$ cat config.mk
export PLATFORM = sky130hd
export DESIGN_NAME = dac_stream_fifo_flat
export DESIGN_NICKNAME = d
export VERILOG_FILES = /design/src/rtl/dac_stream_fifo_if.sv /design/src/rtl/dac_stream_fifo.sv /design/src/flat_wrapper.sv
export SDC_FILE = /design/constraint.sdc
export NUM_CORES = 1
export LEC_CHECK = 0
export CORE_MARGIN = 5
export CORE_UTILIZATION = 60
export CTS_BUF_LIST = sky130_fd_sc_hd__clkbuf_8
export CTS_CLUSTER_SIZE = 40
export DETAILED_ROUTE_END_ITERATION = 16
export GPL_TIMING_DRIVEN = 0
export PLACE_DENSITY = 0.79
export SLEW_MARGIN = 10
export SYNTH_ARGS = -nofsm -noshare
export SYNTH_HDL_FRONTEND = slang
export SYNTH_SLANG_ARGS = --single-unit
export TNS_END_PERCENT = 100
$ cat constraint.sdc
create_clock -name clk -period 8.1 [get_ports clk]
set_clock_uncertainty 0.05 [all_clocks]
set_input_delay 1.62 -clock clk [delete_from_list [all_inputs] [get_ports clk]]
set_output_delay 1.62 -clock clk [all_outputs]
set_load 0.02 [all_outputs]
$ cat src/rtl/dac_stream_fifo_if.sv
// Handshake bundle around the DAC stream FIFO: upstream IQ samples in, AXI-Stream samples out.
// The slave modport is the FIFO's own view; master is the view of whatever surrounds it.
interface dac_stream_fifo_if #(
  parameter int DATA_W = 32
);
  logic [DATA_W-1:0] iq_sample;
  logic              valid_iq;
  logic              last_iq;
  logic              ready_iq;
  logic [DATA_W-1:0] m_axis_tdata;
  logic              m_axis_tvalid;
  logic              m_axis_tready;
  logic              m_axis_tlast;

  modport slave (
    input  iq_sample, valid_iq, last_iq, m_axis_tready,
    output ready_iq, m_axis_tdata, m_axis_tvalid, m_axis_tlast
  );

  modport master (
    output iq_sample, valid_iq, last_iq, m_axis_tready,
    input  ready_iq, m_axis_tdata, m_axis_tvalid, m_axis_tlast
  );
endinterface

$ cat src/rtl/dac_stream_fifo.sv
// Circular sample buffer feeding a DAC, with pulse tracking and a saturating underflow counter.
// Storage holds {tlast, tdata}; only the control state is reset.
module dac_stream_fifo #(
  parameter int DATA_W    = 32,
  parameter int DEPTH     = 8,
  parameter int AFULL_LVL = DEPTH - 2
) (
  input  logic                       clk,
  input  logic                       rst,
  dac_stream_fifo_if.slave           bus,
  input  logic                       flush,
  input  logic                       clr_underflow,
  output logic [$clog2(DEPTH+1)-1:0] level,
  output logic                       afull,
  output logic                       active,
  output logic [15:0]                underflow_cnt
);

  localparam int PTR_W = (DEPTH > 1) ? $clog2(DEPTH) : 1;
  localparam int LVL_W = $clog2(DEPTH + 1);

  typedef enum logic {IDLE, STREAM} state_t;

  logic [DATA_W:0]  mem_q [DEPTH];
  logic [PTR_W-1:0] rdPtr_q, rdPtr_d;
  logic [PTR_W-1:0] wrPtr_q, wrPtr_d;
  logic [LVL_W-1:0] level_q, level_d;
  state_t           state_q, state_d;
  logic [15:0]      underCnt_q, underCnt_d;

  logic            fifoFull;
  logic            fifoEmpty;
  logic            pushEn;
  logic            popEn;
  logic            underHit;
  logic [DATA_W:0] headEntry;

  // Ready depends only on registered occupancy, never on the DAC's tready.
  assign fifoFull  = (level_q == LVL_W'(DEPTH));
  assign fifoEmpty = (level_q == '0);
  assign headEntry = mem_q[rdPtr_q];

  assign bus.ready_iq      = !rst && !fifoFull && !flush;
  assign bus.m_axis_tvalid = !rst && !fifoEmpty;
  assign bus.m_axis_tdata  = headEntry[DATA_W-1:0];
  assign bus.m_axis_tlast  = headEntry[DATA_W];

  assign pushEn   = bus.valid_iq && bus.ready_iq;
  assign popEn    = bus.m_axis_tvalid && bus.m_axis_tready && !flush;
  assign underHit = (state_q == STREAM) && fifoEmpty && bus.m_axis_tready && !flush;

  assign level         = level_q;
  assign afull         = !rst && (level_q >= LVL_W'(AFULL_LVL));
  assign active        = !rst && (state_q == STREAM);
  assign underflow_cnt = underCnt_q;

  always_comb begin
    rdPtr_d    = rdPtr_q;
    wrPtr_d    = wrPtr_q;
    level_d    = level_q;
    state_d    = state_q;
    underCnt_d = underCnt_q;

    if (flush) begin
      rdPtr_d = '0;
      wrPtr_d = '0;
      level_d = '0;
      state_d = IDLE;
    end else begin
      if (pushEn) wrPtr_d = wrPtr_q + PTR_W'(1);
      if (popEn) begin
        rdPtr_d = rdPtr_q + PTR_W'(1);
        // The popped sample's tlast alone decides whether a pulse is now open or closed.
        state_d = bus.m_axis_tlast ? IDLE : STREAM;
      end
      case ({pushEn, popEn})
        2'b10:   level_d = level_q + LVL_W'(1);
        2'b01:   level_d = level_q - LVL_W'(1);
        default: level_d = level_q;
      endcase
    end

    if (clr_underflow) underCnt_d = '0;
    else if (underHit && (underCnt_q != 16'hFFFF)) underCnt_d = underCnt_q + 16'd1;
  end

  always_ff @(posedge clk) begin
    if (rst) begin
      rdPtr_q    <= '0;
      wrPtr_q    <= '0;
      level_q    <= '0;
      state_q    <= IDLE;
      underCnt_q <= '0;
    end else begin
      rdPtr_q    <= rdPtr_d;
      wrPtr_q    <= wrPtr_d;
      level_q    <= level_d;
      state_q    <= state_d;
      underCnt_q <= underCnt_d;
    end
  end

  always_ff @(posedge clk) begin
    if (pushEn) mem_q[wrPtr_q] <= {bus.last_iq, bus.iq_sample};
  end

endmodule

$ cat src/flat_wrapper.sv
// flat-port wrapper written by rule: the top's interface ports become plain ports
module dac_stream_fifo_flat 
#(
  parameter int DATA_W    = 32,
  parameter int DEPTH     = 8,
  parameter int AFULL_LVL = DEPTH - 2
)
  (clk, rst, flush, clr_underflow, level, afull, active, underflow_cnt, bus_iq_sample, bus_valid_iq, bus_last_iq, bus_m_axis_tready, bus_ready_iq, bus_m_axis_tdata, bus_m_axis_tvalid, bus_m_axis_tlast);
  dac_stream_fifo_if #(.DATA_W(DATA_W)) bus_i ();
  input  logic clk;
  input  logic rst;
  input  logic flush;
  input  logic clr_underflow;
  output logic [$clog2(DEPTH+1)-1:0] level;
  output logic afull;
  output logic active;
  output logic [15:0] underflow_cnt;
  input wire logic [$bits(bus_i.iq_sample)-1:0] bus_iq_sample;
  input wire logic [$bits(bus_i.valid_iq)-1:0] bus_valid_iq;
  input wire logic [$bits(bus_i.last_iq)-1:0] bus_last_iq;
  input wire logic [$bits(bus_i.m_axis_tready)-1:0] bus_m_axis_tready;
  output wire logic [$bits(bus_i.ready_iq)-1:0] bus_ready_iq;
  output wire logic [$bits(bus_i.m_axis_tdata)-1:0] bus_m_axis_tdata;
  output wire logic [$bits(bus_i.m_axis_tvalid)-1:0] bus_m_axis_tvalid;
  output wire logic [$bits(bus_i.m_axis_tlast)-1:0] bus_m_axis_tlast;
  assign bus_i.iq_sample = bus_iq_sample;
  assign bus_i.valid_iq = bus_valid_iq;
  assign bus_i.last_iq = bus_last_iq;
  assign bus_i.m_axis_tready = bus_m_axis_tready;
  assign bus_ready_iq = bus_i.ready_iq;
  assign bus_m_axis_tdata = bus_i.m_axis_tdata;
  assign bus_m_axis_tvalid = bus_i.m_axis_tvalid;
  assign bus_m_axis_tlast = bus_i.m_axis_tlast;
  dac_stream_fifo #(.DATA_W(DATA_W), .DEPTH(DEPTH), .AFULL_LVL(AFULL_LVL)) u_core (.clk(clk), .rst(rst), .bus(bus_i), .flush(flush), .clr_underflow(clr_underflow), .level(level), .afull(afull), .active(active), .underflow_cnt(underflow_cnt));
endmodule
==> metrics.md <==
| Metric | Value |
|---|---|
| Netlist area before placement | 11,600 um2 |
| Number of port buffers | 94 |
| Main synth FF type | edfxtp_1 |
| Initial antenna violation count | 1 |
| Leak Pwr | 4.53 nW |
| Core Footprint | 18,800 um2 |
| Met1 usage in global routing | 28.6% |
| Crit start category | primary input |
| Ranking of synthesized cells by instance count | 264 x edfxtp_1, 66 x mux4_2, 33 x mux2_2 |
| Total vias in the final route | 6,226 |
| Clk sinks | 294 |
| Basic-gate share of the synthesized area counting and, or, nand and nor cells | 5.12% |
| Met3 GRT Util | 5.01% |
| Total Routed Length | 23,500 um |
| Mux cell area share after synthesis | 16.4% |
| Number of endpoints with negative hold slack in the final report | 0 |
| Post-synthesis share of cell area spent on xor and xnor gates | 0.531% |
| Share of synthesized cell area in full adder, half adder and majority cells | 0.650% |
| Post-synth EDFFs | 264 |
| Row count | 50 |
| Number of global-route vias before repair | 6,474 |
| Die width | 149 um |
| Area share of the leading cell type in the synthesized netlist | 68.6% |
| Critical path class | in2out |
| Final Slew Violations | 0 |
| Fraction of synthesis flops using an asynchronous set or reset pin | 0% |
| Path class of the lowest-slack min-delay path | reg2reg |
| FF+latch area | 8530 um2 |
| Pin count of the biggest net entering global routing | 18 |
| Min Clock Period, post-route | 5140 ps |
| Mean area per synthesized cell | 20.2 um2 |
| Wire length of the first global-routing pass | 36,600 um |
| CP max FO | 9 |
| Effective utilization at floorplan | 61.4% |
| Pwr per Cell Area | 202 nW/um2 |
| Iter 0 DRT Violations | 545 |
| Main combinational cell family by area after synthesis | multiplexers |
| Post-Synthesis Cells | 572 |
| Clock slew at the register clock pins of the worst setup and hold paths | 50 ps |
| Post-place setup slack | 2970 ps |
| Congestion Overflow GR | 0 |
| Leading post-synthesis cells by cell area | edfxtp_1 69%, mux4_2 13%, dfxtp_1 5.2% |
| Multi-input logic area | 2920 um2 |
| H-tree Lvls | 2 |
| Overall power of the completed layout | 2.82 mW |
| Biggest area consumer among synthesized cells | edfxtp_1 |
| Area post-placement | 13,200 um2 |
| # DRC | 0 |
| Most instantiated library cell after synthesis | edfxtp_1 |
| Required arrival time at the worst endpoint | 6430 ps |
| Die Outline Area | 22,100 um2 |
| Net count after synthesis | 617 |
| Worst supply voltage drop on vdd | 0.198 mV |
| Result of the run | finished clean |
| Setup-failing EPs final | 0 |
| Per-cell via count in the routed design | 5.95 |
| Data arrival, critical path | 3470 ps |
| Sequential element share of the synthesized area | 73.8% |
| Yosys reg bits | 294 |
| Antenna diodes | 0 |
| Top-Level Pins | 96 |
| # Post-CTS Setup Buffers | 0 |
| Area growth, synth to finish | 21.0% |
| Compound-cell area share of the yosys netlist | 2.18% |
| Routability cong. | 0.869 |
| # nets final | 795 |
| Layout cell share with drive strength beyond 1 | 28.9% |
| Final setup margin | 2960 ps |
| Root Buffer Master | clkbuf_8 |
| RSZ-0062 raised after global routing | no |
| Height of the die | 149 um |
| Clock buffer depth | 3 |
| Router iterations before antenna repair | 5 |
| Final Cycle Share | 63.4% |
| Worst-skew pair later-pin latency | 560 ps |
| Filler Cell Count | 1,071 |
| Clock tree from TritonCTS | done |
| Gr usage total | 21.7% |
| Total clock buffers created by CTS | 46 |
| Design Area, Final | 14,000 um2 |
| Detailed Place HPWL | 15,700 um |
| Number of hold-repair buffers added at the cts stage | 0 |
| Count of unique library cells instantiated by Yosys | 51 |
| Relative slew slack | 33.1% |
| Transition time at the pin with the least slew margin | 1000 ps |
| Average wire per standard cell | 22.5 um |
| Critical path endpoint category | output pin |
| DRT antenna net count | 0 |
| Warnings from Yosys | 0 |
| Count of maximum capacitance violations | 0 |
| Gates resized, CTS repair | 0 |
| Fmax | 195 MHz |
| Layer with the highest usage after global routing | met2 |
| Met2 global-route usage | 37.3% |
## per-stage QoR
step	setup TNS, ps	util [%]	cells	hold slack, ps
CTS	0	74.2	1046	479
detailed placement	0	70.0	962	474
global placement	-210770	68.1	926	451
floorplan	0	-	572	435
finish	0	74.2	1046	490
global route	0	74.2	1046	520
## where the power goes
group	internal (mW)	switching (mW)
combinational	0.0367	0.0403
sequential	1.66	0.00196
clock	0.541	0.542
total	2.24	0.584
## worst paths after layout
kind / start / endpoint / slack (ps) / cells after the start
worst max register to register: u_core.level[2]$_SDFFE_PP0P_ / u_core.mem_q[6][14]$_DFFE_PP_ / 5110 / 8
worst min-delay path: u_core.underflow_cnt[6]$_SDFFE_PP0P_ / u_core.underflow_cnt[6]$_SDFFE_PP0P_ / 490 / 2
worst min register to register: u_core.underflow_cnt[6]$_SDFFE_PP0P_ / u_core.underflow_cnt[6]$_SDFFE_PP0P_ / 490 / 2
worst max-delay path: flush / bus_ready_iq / 2960 / 4
## layout by cell type, fill, tap and decap left out, types with 8 or more instances in the layout
cell type / instances
nand4_1: 8
buf_6: 8
dfxtp_1: 30
clkinv_1: 14
clkdlybuf4s50_1: 94
clkbuf_8: 47
nor2_1: 14
buf_2: 12
mux2_2: 33
a21oi_1: 17
o31ai_1: 9
clkbuf_1: 8
nand3_1: 9
edfxtp_1: 264
inv_1: 20
mux4_2: 66
buf_4: 28
## per-layer routing
layer  vias to the layer above  wire length, um
li1                       2757                -
met4                         2              389
met3                        37             1510
met2                       220            12100
met1                      3210             9460
met5                         -               13
## critical path: stages
cell,delay (ps)
clkdlybuf4s50_1,450
nor2_1,520
and2_1,270
clkdlybuf4s50_1,610
## registers in the layout, summed over array words and instances (netlist names), named ones only
register	count
u_core.mem_q	264
u_core.wrPtr_q	3
u_core.state_q	1
u_core.rdPtr_q	3
u_core.underflow_cnt	16
u_core.level	4
## layout make-up
class / instances / area share (%)
inverters: 5 / 0.134
multi-input cells: 246 / 20.9
flip-flops and latches: 294 / 61.0
well taps: 260 / 2.33
clock inverters: 37 / 1.11
clock buffers: 47 / 4.63
repair buffers: 130 / 8.96
plain buffers: 27 / 0.922
## cell families (layout without fill, tap and decap cells)
| group | after synthesis | in the layout |
|---|---|---|
| flops | 294 | 294 |
| xor+xnor | 7 | 7 |
| compound gates | 40 | 40 |
| fa+ha+maj | 6 | 6 |
| mux | 103 | 103 |
| buf+inv | 32 | 246 |
| simple gates | 90 | 90 |
(Power assumes the default switching activity.)
